`config.mk`:
```
export PLATFORM = sky130hd
export DESIGN_NAME = fabosc_clken_gen_flat
export DESIGN_NICKNAME = d
export VERILOG_FILES = /design/src/rtl/fabosc_clken_gen_pkg.sv /design/src/rtl/fabosc_clken_gen_if.sv /design/src/rtl/fabosc_clken_gen_ch.sv /design/src/rtl/fabosc_clken_gen.sv /design/src/flat_wrapper.sv
export SDC_FILE = /design/constraint.sdc
export NUM_CORES = 1
export LEC_CHECK = 0
export CORE_MARGIN = 2
export CORE_UTILIZATION = 40
export CTS_BUF_LIST = sky130_fd_sc_hd__clkbuf_8
export DETAILED_ROUTE_END_ITERATION = 12
export GPL_TIMING_DRIVEN = 1
export SLEW_MARGIN = 20
export SYNTH_ARGS = -nofsm -noshare
export SYNTH_HDL_FRONTEND = slang
export SYNTH_SLANG_ARGS = --single-unit
```
`constraint.sdc`:
```
create_clock -name CLK -period 3.2 [get_ports CLK]
set_input_delay 0.32 -clock CLK [delete_from_list [all_inputs] [get_ports CLK]]
set_output_delay 0.32 -clock CLK [all_outputs]
set_load 0.02 [all_outputs]
```
`src/rtl/fabosc_clken_gen_pkg.sv`:
```
// fabosc_clken_gen: shared types, limits and helpers.
// Divisor defaults, channel limit, channel states, eff_div().
package fabosc_pkg;

  localparam int DIV_W_DEF  = 16;
  localparam int NUM_CH_MAX = 16;

  typedef enum logic [1:0] {
    CH_IDLE,
    CH_RUN,
    CH_RUN_PEND
  } ch_state_e;

  // A programmed divisor of 0 behaves as 1.
  function automatic logic [31:0] eff_div(
    input logic [31:0] d
  );
    return (d == 32'd0) ? 32'd1 : d;
  endfunction

endpackage

```
`src/rtl/fabosc_clken_gen_if.sv`:
```
// fabosc_clken_gen: control/strobe bundle between host and generator.
// div_i/load_i/en_i/sync_i in, tick_o/pend_o (sq_o if FABOSC_CLKEN_SQWAVE_EN) out.
interface fabosc_clken_gen_if
  import fabosc_pkg::*;
#(
  parameter int NUM_CH = 4,
  parameter int DIV_W  = DIV_W_DEF
);

  logic [NUM_CH*DIV_W-1:0] div_i;
  logic [NUM_CH-1:0]       load_i;
  logic [NUM_CH-1:0]       en_i;
  logic                    sync_i;
  logic [NUM_CH-1:0]       tick_o;
  logic [NUM_CH-1:0]       pend_o;
`ifdef FABOSC_CLKEN_SQWAVE_EN
  logic [NUM_CH-1:0]       sq_o;

  modport master (
    output div_i, load_i, en_i, sync_i,
    input  tick_o, pend_o, sq_o
  );

  modport slave (
    input  div_i, load_i, en_i, sync_i,
    output tick_o, pend_o, sq_o
  );
`else
  modport master (
    output div_i, load_i, en_i, sync_i,
    input  tick_o, pend_o
  );

  modport slave (
    input  div_i, load_i, en_i, sync_i,
    output tick_o, pend_o
  );
`endif

endinterface

```
`src/rtl/fabosc_clken_gen_ch.sv`:
```
// fabosc_clken_ch: one programmable clock-enable strobe channel.
// In: div_i, load_i, en_i, sync_i. Out: tick_o, pend_o, sq_o (FABOSC_CLKEN_SQWAVE_EN).
module fabosc_clken_ch
  import fabosc_pkg::*;
#(
  parameter int DIV_W   = DIV_W_DEF,
  parameter int DIV_RST = 50
) (
  input  logic             clk,
  input  logic             rst_n,
  input  logic [DIV_W-1:0] div_i,
  input  logic             load_i,
  input  logic             en_i,
  input  logic             sync_i,
`ifdef FABOSC_CLKEN_SQWAVE_EN
  output logic             sq_o,
`endif
  output logic             tick_o,
  output logic             pend_o
);

  localparam logic [DIV_W-1:0] RST_DIV =
    DIV_W'(DIV_RST);
  localparam logic [DIV_W-1:0] RST_CNT =
    DIV_W'(eff_div(32'(DIV_RST)) - 32'd1);

  function automatic logic [DIV_W-1:0] reload(
    input logic [DIV_W-1:0] d
  );
    logic [31:0] e;
    e = eff_div(32'(d));
    return DIV_W'(e - 32'd1);
  endfunction

  ch_state_e        state_q, state_d;
  logic [DIV_W-1:0] cnt_q, cnt_d;
  logic [DIV_W-1:0] act_q, act_d;
  logic [DIV_W-1:0] pdiv_q, pdiv_d;
  logic             pend_q, pend_d;
  logic             tick_q, tick_d;
`ifdef FABOSC_CLKEN_SQWAVE_EN
  logic             sq_q, sq_d;
`endif

  logic             run;
  logic             term;
  logic             src_pend;
  logic [DIV_W-1:0] src_div;
  logic             do_sync;
  logic             do_term;
  logic             do_hold;
  logic             do_cnt;

  // The first enabled edge out of IDLE only holds, so
  // a fresh enable yields a full D-cycle first period.
  assign run  = en_i && (state_q != CH_IDLE);
  assign term = run && (cnt_q == '0);

  // A load on an applying edge wins over the old pending value.
  assign src_pend = load_i | pend_q;
  assign src_div  = load_i ? div_i : pdiv_q;

  assign do_sync = sync_i;
  assign do_term = term & ~sync_i;
  assign do_hold = ~run & ~sync_i;
  assign do_cnt  = run & ~term & ~sync_i;

  always_comb begin
    state_d = state_q;
    cnt_d   = cnt_q;
    act_d   = act_q;
    pdiv_d  = pdiv_q;
    pend_d  = pend_q;
    tick_d  = 1'b0;
`ifdef FABOSC_CLKEN_SQWAVE_EN
    sq_d    = sq_q;
`endif
    unique case (1'b1)
      do_sync: begin
        if (src_pend) begin
          act_d  = src_div;
          pdiv_d = src_div;
        end
        pend_d = 1'b0;
        cnt_d  = reload(act_d);
`ifdef FABOSC_CLKEN_SQWAVE_EN
        sq_d   = 1'b0;
`endif
      end
      do_term: begin
        if (src_pend) begin
          act_d  = src_div;
          pdiv_d = src_div;
        end
        pend_d = 1'b0;
        cnt_d  = reload(act_d);
        tick_d = 1'b1;
`ifdef FABOSC_CLKEN_SQWAVE_EN
        sq_d   = ~sq_q;
`endif
      end
      do_hold: begin
        if (pend_q) begin
          act_d = pdiv_q;
        end
        pend_d = 1'b0;
        if (load_i) begin
          pdiv_d = div_i;
          pend_d = 1'b1;
        end
        cnt_d = reload(act_d);
      end
      do_cnt: begin
        cnt_d = cnt_q - DIV_W'(1);
        if (load_i) begin
          pdiv_d = div_i;
          pend_d = 1'b1;
        end
      end
      default: ;
    endcase
    if (!en_i) begin
      state_d = CH_IDLE;
    end else if (pend_d) begin
      state_d = CH_RUN_PEND;
    end else begin
      state_d = CH_RUN;
    end
  end

  always_ff @(posedge clk or negedge rst_n) begin
    if (!rst_n) begin
      state_q <= CH_IDLE;
      cnt_q   <= RST_CNT;
      act_q   <= RST_DIV;
      pdiv_q  <= RST_DIV;
      pend_q  <= 1'b0;
      tick_q  <= 1'b0;
    end else begin
      state_q <= state_d;
      cnt_q   <= cnt_d;
      act_q   <= act_d;
      pdiv_q  <= pdiv_d;
      pend_q  <= pend_d;
      tick_q  <= tick_d;
    end
  end

`ifdef FABOSC_CLKEN_SQWAVE_EN
  always_ff @(posedge clk or negedge rst_n) begin
    if (!rst_n) begin
      sq_q <= 1'b0;
    end else begin
      sq_q <= sq_d;
    end
  end

  assign sq_o = sq_q;
`endif

  assign tick_o = tick_q;
  assign pend_o = pend_q;

endmodule

```
`src/rtl/fabosc_clken_gen.sv`:
```
// fabosc_clken_gen: NUM_CH runtime-programmable clock-enable strobes.
// CLK, RESETN (async low), bus (slave). Optional sq_o: FABOSC_CLKEN_SQWAVE_EN.
module fabosc_clken_gen
  import fabosc_pkg::*;
#(
  parameter int NUM_CH  = 4,
  parameter int DIV_W   = DIV_W_DEF,
  parameter int DIV_RST = 50
) (
  input  logic               CLK,
  input  logic               RESETN,
  fabosc_clken_gen_if.slave  bus
);

  logic [NUM_CH-1:0] tick_w;
  logic [NUM_CH-1:0] pend_w;
`ifdef FABOSC_CLKEN_SQWAVE_EN
  logic [NUM_CH-1:0] sq_w;
`endif

  for (genvar c = 0; c < NUM_CH; c++) begin : g_ch
    fabosc_clken_ch #(
      .DIV_W   (DIV_W),
      .DIV_RST (DIV_RST)
    ) u_ch (
      .clk    (CLK),
      .rst_n  (RESETN),
      .div_i  (bus.div_i[c*DIV_W +: DIV_W]),
      .load_i (bus.load_i[c]),
      .en_i   (bus.en_i[c]),
      .sync_i (bus.sync_i),
`ifdef FABOSC_CLKEN_SQWAVE_EN
      .sq_o   (sq_w[c]),
`endif
      .tick_o (tick_w[c]),
      .pend_o (pend_w[c])
    );
  end

  assign bus.tick_o = tick_w;
  assign bus.pend_o = pend_w;
`ifdef FABOSC_CLKEN_SQWAVE_EN
  assign bus.sq_o   = sq_w;
`endif

endmodule

```
`src/flat_wrapper.sv`:
```
// flat-port wrapper written by rule: the top's interface ports become plain ports
module fabosc_clken_gen_flat import fabosc_pkg::*;
#(
  parameter int NUM_CH  = 4,
  parameter int DIV_W   = DIV_W_DEF,
  parameter int DIV_RST = 50
)
  (CLK, RESETN, bus_div_i, bus_load_i, bus_en_i, bus_sync_i, bus_tick_o, bus_pend_o);
  fabosc_clken_gen_if #(.NUM_CH(NUM_CH), .DIV_W(DIV_W)) bus_i ();
  input  logic CLK;
  input  logic RESETN;
  input wire logic [$bits(bus_i.div_i)-1:0] bus_div_i;
  input wire logic [$bits(bus_i.load_i)-1:0] bus_load_i;
  input wire logic [$bits(bus_i.en_i)-1:0] bus_en_i;
  input wire logic [$bits(bus_i.sync_i)-1:0] bus_sync_i;
  output wire logic [$bits(bus_i.tick_o)-1:0] bus_tick_o;
  output wire logic [$bits(bus_i.pend_o)-1:0] bus_pend_o;
  assign bus_i.div_i = bus_div_i;
  assign bus_i.load_i = bus_load_i;
  assign bus_i.en_i = bus_en_i;
  assign bus_i.sync_i = bus_sync_i;
  assign bus_tick_o = bus_i.tick_o;
  assign bus_pend_o = bus_i.pend_o;
  fabosc_clken_gen #(.NUM_CH(NUM_CH), .DIV_W(DIV_W), .DIV_RST(DIV_RST)) u_core (.CLK(CLK), .RESETN(RESETN), .bus(bus_i));
endmodule
```
=== After elaboration in Yosys (flattened, before gate mapping) ===
Index checks and enable logic that the tools add are counted.

* Bitwise logic cells: 29
* Shift-type cells: 0
* Mux-type cells: 76
* Reduce and logical (&&, ||, !) cells: 52
* Multiply operators: 0
* Eq/ne operators: 4
* Magnitude comparators: 0
* Div/mod/pow operators: 0
* $add $sub $neg: 16

{| class="wikitable"
|+ Operators with widths
! operator !! number
|-
| $mux 16 || 40
|-
| $logic_not 16->1 || 16
|-
| $pmux 16 s4 || 4
|-
| $sub 16x1->16 const B || 16
|-
| $pmux 16 s3 || 4
|-
| $pmux 16 s2 || 4
|-
| $and 1x1->1 || 16
|-
| $mux 2 || 8
|-
| $reduce_bool 2->1 || 8
|-
| $reduce_bool 4->1 || 4
|-
| $reduce_or 2->1 || 8
|-
| $mux 1 || 12
|-
| $pmux 1 s3 || 4
|-
| $reduce_bool 3->1 || 4
|-
| $not 1->1 || 9
|-
| $logic_and 1x1->1 || 8
|-
| $ne 2x1->1 const B || 4
|-
| $reduce_and 2->1 || 4
|-
| $or 1x1->1 || 4
|}

* Memory bits (read-only): 0
* Bits in latches: 0
* Flip-flop bits (word level): 208
* Memories kept: 0
* RAM bits: 0
* Word-level logic and storage cells: 201
* Output and inout bits: 8

=== Logic depth before layout (Yosys ltp) ===
Gate-level depths: netlist (run 1).

* Depth in word-level cells: 9
* Depth in mapped cells: 17
* Mapped depth without buffers: 12

=== Cells and area by module ===
Synthesis (run 1) repeated with hierarchy kept, for this count alone.

* Cells, all modules: 1169
* Area total of the unflattened synthesis: 12652.1 um^2

{| class="wikitable"
|+ By module, submodules not included
! module !! area an instance (um^2) !! times used !! cells an instance !! seq. area each (um^2)
|-
| fabosc_clken_ch at u_core.g_ch[0].u_ch ... || 3210.6 || 3 || 292 || 1312.5
|-
| fabosc_clken_ch at u_core.g_ch[2].u_ch || 3020.4 || 1 || 293 || 1312.5
|}

=== Worst setup path after synthesis (run 1) ===
No wires, ideal clock.

* Kind: register -> register
* Start: reg u_core.g_ch[3].u_ch.pend_q
* End: reg u_core.g_ch[3].u_ch.cnt_q[12]
* Stages on the path, launching flop included: 15
* Setup slack: -189 ps
* Period minus slack after synthesis: 3389 ps
* Arrival: 3259 ps
* Required time: 3070 ps
* Cell sequence: dfrtp_1 -> clkbuf_1 -> buf_2 -> mux2_2 -> and3_1 -> a2111oi_0 -> a21o_1 -> buf_2 -> ha_1 -> a21boi_0 -> and4_1 -> clkbuf_1 -> nand4_1 -> o211ai_1 -> nand3_1

* Cells in the longest elaborated chain, start to end: 7

{| class="wikitable"
|+ RTL lines
! what !! line !! RTL
|-
| start, declared || fabosc_clken_gen_ch.sv:39 || <nowiki>logic pend_q, pend_d;</nowiki>
|-
| start signal, assigned || fabosc_clken_gen_ch.sv:144 || <nowiki>pend_q <= pend_d;</nowiki>
|-
| $or 1x1->1 || fabosc_clken_gen_ch.sv:60 || <nowiki>assign src_pend = load_i | pend_q;</nowiki>
|-
| $mux 16 || fabosc_clken_gen_ch.sv:80, fabosc_clken_gen_ch.sv:91 ||
|-
| $mux 16 || fabosc_clken_gen_ch.sv:78 || <nowiki>unique case (1'b1)</nowiki>
|-
| $logic_not 16->1 || fabosc_clken_gen_pkg.sv:18 || <nowiki>return (d == 32'd0) ? 32'd1 : d;</nowiki>
|-
| $mux 16 || fabosc_clken_gen_pkg.sv:18 ||
|-
| $sub 16x1->16 || fabosc_clken_gen_ch.sv:32 || <nowiki>return DIV_W'(e - 32'd1);</nowiki>
|-
| $pmux 16 s4 (*) || fabosc_clken_gen_ch.sv:78 ||
|-
| end signal, assigned || fabosc_clken_gen_ch.sv:141 || <nowiki>cnt_q <= cnt_d;</nowiki>
|-
| end, declared || fabosc_clken_gen_ch.sv:36 || <nowiki>logic [DIV_W-1:0] cnt_q, cnt_d;</nowiki>
|}

Mark *: on every way between the ends. The rest lies on a longest branch, timed or not. The select of a mux whose other input is x is not followed.
A chain may end at the register's enable or synchronous reset.

=== Final worst setup path (run 1) ===
* Start: reg u_core.g_ch[0].u_ch.act_q[2]
* End: reg u_core.g_ch[0].u_ch.cnt_q[12]

* Cells in the longest elaborated chain, start to end: 6

{| class="wikitable"
|+ RTL lines
! what !! line !! RTL
|-
| start, declared || fabosc_clken_gen_ch.sv:37 || <nowiki>logic [DIV_W-1:0] act_q, act_d;</nowiki>
|-
| start signal, assigned || fabosc_clken_gen_ch.sv:142 || <nowiki>act_q <= act_d;</nowiki>
|-
| $mux 16 (on tied branches) || fabosc_clken_gen_ch.sv:103, fabosc_clken_gen_ch.sv:80, fabosc_clken_gen_ch.sv:91 ||
|-
| $mux 16 || fabosc_clken_gen_ch.sv:78 ||
|-
| $logic_not 16->1 || fabosc_clken_gen_pkg.sv:18 ||
|-
| $mux 16 || fabosc_clken_gen_pkg.sv:18 ||
|-
| $sub 16x1->16 || fabosc_clken_gen_ch.sv:32 ||
|-
| $pmux 16 s4 (*) || fabosc_clken_gen_ch.sv:78 ||
|-
| end signal, assigned || fabosc_clken_gen_ch.sv:141 ||
|-
| end, declared || fabosc_clken_gen_ch.sv:36 ||
|}

Marked as above.

==> results of run 1 <==
## final cells by class
| type | instances | area share, % |
|---|---|---|
| sequential | 208 | 35.2 |
| inverter | 19 | 0.479 |
| tap | 396 | 3.33 |
| clock buffer | 52 | 4.81 |
| timing repair buffer | 171 | 10.5 |
| multi-input combinational | 992 | 45.0 |
| clock inverter | 23 | 0.647 |
## power by group through the flow
stage	clock network (uW)	registers, uW	logic (uW)
after global routing	2850	3540	2340
after floorplan	0	3380	1440
after CTS	2700	3470	2110
after detailed placement	0	3510	2100
after global placement	0	3500	2070
final	2600	3490	2120
## timing repair
action / 4_1_cts / 5_1_grt
endpoints found under the hold margin: 66 / 0
hold buffers: 1 / 0
gates resized for setup: 0 / 11
setup endpoints to repair: 0 / 6
## worst max-delay path: stages (launching register included)
cell and delay (ns):
dfrtp_1 0.40, or4_1 0.53, nor3_1 0.15, a21oi_1 0.10, a2111oi_0 0.70, o32ai_2 0.23, ha_1 0.28, nand2b_1 0.14
nor2_1 0.12, nand2_1 0.09, xor2_1 0.16
## cell families after synthesis
logic type / Yosys count
xor+xnor: 47
mux: 193
compound gates: 297
fa+ha+maj: 4
flops: 208
buf+inv: 102
simple gates: 451
## routing by layer
metal / wire length [microns] / share of wire, %
met1: 15700 / 46
met2: 15800 / 47
met3: 1370 / 4.1
met4: 836 / 2.5
met5: 0 / 0
## stage by stage
stage / hold slack [ns] / std cells / power (uW) / utilization, %
floorplan: 0.0244 / 1302 / 4820 / -
global placement: 0.374 / 1785 / 5570 / 46.0
detailed placement: 0.374 / 1785 / 5610 / 46.0
CTS: 0.319 / 1861 / 8280 / 48.7
global route: 0.341 / 1861 / 8720 / 48.8
finish: 0.353 / 1861 / 8210 / 48.8
## cell usage after synthesis, types with 26 or more instances
| library cell | instances | area share [%] |
|---|---|---|
| a21oi_1 | 85 | 3.4 |
| clkbuf_1 | 39 | 1.2 |
| dfrtp_1 | 172 | 35 |
| dfstp_2 | 36 | 7.7 |
| mux2_2 | 129 | 12 |
| mux2i_1 | 62 | 5.0 |
| nand2_1 | 97 | 2.9 |
| nand3_1 | 32 | 1.3 |
| nor2_1 | 152 | 4.6 |
| nor3_1 | 51 | 2.1 |
| nor4_1 | 33 | 1.7 |
| o21ai_0 | 75 | 3.0 |
| o22ai_1 | 26 | 1.3 |
| xor2_1 | 28 | 2.0 |
## state kept, by name (all words and copies together), names as in the netlist
signal / count
u_core.g_ch.u_ch.state_q: 8
u_core.g_ch.u_ch.tick_o: 4
u_core.g_ch.u_ch.pdiv_q: 64
u_core.g_ch.u_ch.act_q: 64
u_core.g_ch.u_ch.cnt_q: 64
u_core.g_ch.u_ch.pend_o: 4
## cell usage in the layout, fill, tap and decap left out, types with 52 or more instances in the layout
| master | count |
|---|---|
| nor2_1 | 152 |
| clkdlybuf4s50_1 | 77 |
| nand2_1 | 97 |
| mux2i_1 | 62 |
| buf_4 | 81 |
| dfrtp_1 | 172 |
| clkbuf_8 | 52 |
| mux2_2 | 129 |
| a21oi_1 | 85 |
| o21ai_0 | 73 |
## worst paths after layout
path,end,slack (ns)
worst max register to register,u_core.g_ch[0].u_ch.cnt_q[12],0.20
worst max-delay path,u_core.g_ch[0].u_ch.cnt_q[12],0.20
max in group asynchronous,u_core.g_ch[2].u_ch.pdiv_q[1],1.92
min in group asynchronous,u_core.g_ch[1].u_ch.act_q[8],0.36
worst min-delay path,u_core.g_ch[3].u_ch.pdiv_q[13],0.35
worst min register to register,u_core.g_ch[3].u_ch.act_q[0],0.48
==> results.tsv, run 1 <==
stage	metric	value	unit
placed_design	gpl congestion	0.876	
timing	worst slew pin tran	0.794	ns
setup_path	RR Startpoint	u_core.g_ch[0].u_ch.act_q[2]	
timing	Max Freq	333	MHz
synthesis	asr flop ratio synth	100	%
timing	Slew HR	45.7	%
clock_network	clk sink count	208	
setup_path	Setup crit start kind	flip-flop	
synthesis	Synth Flop Type	dfrtp_1	
synthesis	Synth Area in Simple Gates	17.5	%
clock_network	Clock transition at path regs	0.06	ns
worst_hold_path	HP Class	in2reg	
synthesis	syn avg cell area	9.48	sq um
timing	Tcrit/Tclk final	93.7	%
grt	GRT met1 Usage	27.9	%
timing	Final Slew Violations	0	
synthesis	multiplexer area fraction after synthesis	17.0	%
synthesis	post-synth cell types	73	
clock_network	CTS tree	done	
placed_design	hpwl dp	24.6	mm
layout	Seq. cell area	5250	sq um
grt	GRT overflow	0	
synthesis	Mapped Area	12300	sq um
timing	clock skew	0.0258	ns
clock_network	Post CTS Setup Buffer Count	0	
pwr	combinational share of power	25.8	%
detailed_routing	Via Count	10600	
setup_path	Crit. Startpoint	u_core.g_ch[0].u_ch.act_q[2]	
pwr	sequential power share	42.5	%
pwr	Leakage	0.00612	uW
timing	fin worst setup slack	0.200	ns
layout	fin area	14900	sq um
clock_network	TritonCTS Buffers	41	
grt	gr usage total	20.7	%
placed_design	number of port buffers	82	
worst_hold_path	Hold Path Origin	bus_load_i[3]	
synthesis	main combinational cell family by area after synthesis	simple AND/OR/NAND/NOR gates	
grt	vias in the first global route	10700	
placed_design	placed cell area	14000	sq um
detailed_routing	DRT iter0 DRCs	722	
pwr	Power Dens Cells	551	nW/um^2
die	Initial Util	40.5	%
clock_network	Max Buffers Root-to-Sink	3	
timing	endpoints failing hold	0	
layout	Layout Nets	1512	
synthesis	post-synthesis xor/xnor area fraction	3.33	%
synthesis	Synth Warn #	0	
placed_design	Post-Place Setup Slack	0.00958	ns
timing	post-route minimum period	3.00	ns
timing	Setup violations, final	0	
grt	most used routing layer	met2	
layout	area delta synth->final	20.6	%
die	die area	32300	sq um
clock_network	CTS H-Tree Depth	2	
synthesis	Syn Inst Count	1302	
synthesis	EDFF count, synth	0	
grt	first-pass GRT wire length	55.7	mm
detailed_routing	TritonRoute pass-1 iters	5	
clock_network	Clock Latency Late Sink	0.53	ns
synthesis	Seq/Total Area, Yosys	42.5	%
detailed_routing	Vias per Instance	5.68	
die	core area	30500	sq um
setup_path	Crit Path Class	reg2reg	
synthesis	Synth Area in Compound Gates	15.5	%
synthesis	Synth Register Bits	208	
grt	antenna violations before repair	0	
setup_path	Arrival @ worst endpoint	3.43	ns
die	Rows	64	
setup_path	Worst setup EP type	flip-flop	
clock_network	Clock Root Buffer	clkbuf_8	
run	Max Cap Violations	0	
pwr	sw power	2650	uW
detailed_routing	Routed Antenna Nets	0	
status	status	finished, final reports clean	
setup_path	Req. time, crit path	3.63	ns
detailed_routing	DR WL/cell	18.1	microns
layout	share of layout cells above drive strength 1	23.3	%
grt	met3 Use GR	3.20	%
synthesis	Synth Area in Adders	0.405	%
layout	fill cell count	2833	
pwr	Clk pwr share	31.7	%
grt	GR Layer Usage met2	34.2	%
pwr	Switching Share	32.3	%
timing	setup_tns	0	ns
die	chip width	180	microns
grt	largest net degree at the start of global routing	86	
worst_hold_path	Hold Crit Depth	2	
layout	Ant. Diodes	0	
pwr	internal power	5560	uW
die	IO Pins	83	
die	DIE HEIGHT	180	microns
setup_path	Reg2Reg Depth	10	
timing	RSZ-0062 raised after global routing	no	
detailed_routing	WL final	33.7	mm
layout	multi-input logic area	6700	sq um
pwr	highest ir drop seen on vdd	0.278	mV
synthesis	Syn Nets	1381	
detailed_routing	residual DRC count	0	
setup_path	crit-path max FO	4	
No activity file was read; power rests on OpenSTA's default activity.
==> inputs of run 2 (changes only) <==
--- a/config.mk
+++ b/config.mk
@@ -5,6 +5,7 @@
 export SDC_FILE = /design/constraint.sdc
 export NUM_CORES = 1
 export LEC_CHECK = 0
+export ABC_AREA = 0
 export CORE_MARGIN = 2
 export CORE_UTILIZATION = 40
 export CTS_BUF_LIST = sky130_fd_sc_hd__clkbuf_8
==> results of run 2 <==
Same layout as run 1: the final DEF is identical, and so are final timing and power.
==> inputs of run 3 (changes only) <==
--- a/config.mk
+++ b/config.mk
@@ -9,6 +9,7 @@
 export CORE_MARGIN = 2
 export CORE_UTILIZATION = 40
 export CTS_BUF_LIST = sky130_fd_sc_hd__clkbuf_8
+export CTS_CLUSTER_DIAMETER = 40
 export DETAILED_ROUTE_END_ITERATION = 12
 export GPL_TIMING_DRIVEN = 1
 export SLEW_MARGIN = 20
==> results.tsv, run 3 (synthesis gave the netlist of run 1 again) <==
stage	metric	value	unit
status	status	finished, final reports clean	
timing	Max Freq	335	MHz
setup_path	crit-path max FO	4	
pwr	Switching Share	31.9	%
die	IO Pins	83	
setup_path	Critical Path, Cell by Cell	or4_1 > nor3_1 > a21oi_1 > a2111oi_0 > o32ai_2 > ha_1 > nand2b_1 > nor2_1 > nand2_1 > xor2_1	
timing	Final Slew Violations	0	
setup_path	r2r setup slk	0.21	ns
grt	vias in the first global route	10800	
die	Initial Util	40.5	%
clock_network	Clock Root Buffer	clkbuf_8	
layout	fill cell count	2823	
die	DIE HEIGHT	180	microns
clock_network	CTS tree	done	
placed_design	number of port buffers	82	
detailed_routing	DRT iter0 DRCs	667	
grt	largest net degree at the start of global routing	86	
worst_hold_path	HP Class	in2reg	
run	Max Cap Violations	0	
setup_path	RR Startpoint	u_core.g_ch[0].u_ch.act_q[2]	
layout	Layout Nets	1515	
detailed_routing	TritonRoute pass-1 iters	5	
die	Rows	64	
die	core area	30500	sq um
setup_path	Arrival @ worst endpoint	3.43	ns
grt	gr usage total	20.7	%
timing	endpoints failing hold	0	
clock_network	clk sink count	208	
clock_network	Clock transition at path regs	0.05	ns
detailed_routing	Via Count	10600	
pwr	Leakage	0.00616	uW
placed_design	gpl congestion	0.876	
clock_network	TritonCTS Buffers	44	
layout	commonest non-fill, non-tap cell in the layout	dfrtp_1	
pwr	Power Dens Cells	562	nW/um^2
setup_path	Setup crit start kind	flip-flop	
clock_network	Max Buffers Root-to-Sink	3	
grt	first-pass GRT wire length	55.8	mm
pwr	Clk pwr share	33.3	%
setup_path	Largest delay share family, worst path	compound AO/OA/AOI/OAI gates	
timing	post-route minimum period	2.99	ns
timing	RSZ-0062 raised after global routing	no	
detailed_routing	DR WL/cell	18.0	microns
placed_design	hpwl dp	24.6	mm
grt	antenna violations before repair	0	
timing	setup_tns	0	ns
pwr	Pwr Total	8410	uW
setup_path	worst stage delay on the critical path	0.70	ns
setup_path	Crit-path slowest cell	a2111oi_0	
timing	Slew HR	45.9	%
layout	Ant. Diodes	0	
setup_path	Crit. Startpoint	u_core.g_ch[0].u_ch.act_q[2]	
timing	clock skew	0.0157	ns
layout	share of layout cells above drive strength 1	23.5	%
pwr	combinational share of power	25.2	%
timing	Tcrit/Tclk final	93.3	%
grt	GRT overflow	0	
die	chip width	180	microns
setup_path	Req. time, crit path	3.65	ns
layout	most frequent cells in the layout	172 x dfrtp_1, 152 x nor2_1, 129 x mux2_2	
timing	Setup violations, final	0	
clock_network	Post CTS Setup Buffer Count	0	
pwr	sequential power share	41.5	%
timing	worst slew pin tran	0.790	ns
worst_hold_path	Hold Path Origin	bus_load_i[3]	
pwr	internal power	5730	uW
detailed_routing	Vias per Instance	5.69	
clock_network	Clock Latency Late Sink	0.54	ns
layout	area delta synth->final	21.2	%
detailed_routing	residual DRC count	0	
detailed_routing	Routed Antenna Nets	0	
detailed_routing	WL final	33.7	mm
setup_path	Crit Path Class	reg2reg	
layout	Top Registers	u_core.g_ch.u_ch.act_q: 64 flops, u_core.g_ch.u_ch.cnt_q: 64 flops, u_core.g_ch.u_ch.pdiv_q: 64 flops	
pwr	sw power	2680	uW
pwr	highest ir drop seen on vdd	0.272	mV
die	die area	32300	sq um
clock_network	CTS H-Tree Depth	2	
setup_path	Worst setup EP type	flip-flop	
setup_path	buffers and inverters on the worst path	0	
==> run 3: routing by layer <==
metal  vias to the layer above  share of wire [%]  GRT usage [%]
met3                        78                4.5           3.18
li1                       5059                  -              -
met2                       298                 47           34.2
met4                         0                2.6           6.63
met5                         -                  0              0
met1                      5182                 46           27.9
==> run 3: repair_timing <==
action,in CTS,in global routing
hold buffers,1,0
endpoints found under the setup margin,0,5
gates resized for setup,0,11
endpoints found under the hold margin,66,0
==> run 3: layout make-up <==
class                           instances  area (sq um)  area share [%]
Timing Repair Buffer                  171          1560            10.4
Multi-Input combinational cell        992          6700            44.8
Clock inverter                         25           129           0.861
Clock buffer                           55           757            5.06
Sequential cell                       208          5250            35.1
Tap cell                              396           495            3.31
Inverter                               19          71.3           0.476
==> run 3: path summary, 6_finish.rpt <==
kind                                                  end  cells past startpoint
setup / recovery            u_core.g_ch[0].u_ch.cnt_q[12]                     10
min in group asynchronous    u_core.g_ch[1].u_ch.act_q[8]                      2
hold / removal             u_core.g_ch[3].u_ch.pdiv_q[13]                      2
hold reg to reg              u_core.g_ch[3].u_ch.act_q[0]                      2
max in group asynchronous   u_core.g_ch[2].u_ch.pdiv_q[1]                      3
setup reg to reg            u_core.g_ch[0].u_ch.cnt_q[12]                     10
==> run 3: metrics by stage <==
step / cell area (sq um) / hold WS [ns] / cells / utilization, % / setup WS (ns)
CTS: 14900 / 0.316 / 1866 / 48.9 / 0.114
detailed placement: 14000 / 0.374 / 1785 / 46.0 / 0.00958
global route: 15000 / 0.338 / 1866 / 49.1 / 0.0192
finish: 15000 / 0.346 / 1866 / 49.1 / 0.213
floorplan: 12400 / 0.0244 / 1302 / - / 0.0546
global placement: 14000 / 0.374 / 1785 / 46.0 / 0.0729
==> run 3: power by group through the flow <==
stage                     clock, uW  combinational [uW]  sequential [uW]
after floorplan                   0                1440             3380
after global placement            0                2070             3500
after detailed placement          0                2100             3510
after CTS                      2900                2110             3470
after global routing           3040                2340             3540
final                          2800                2120             3490
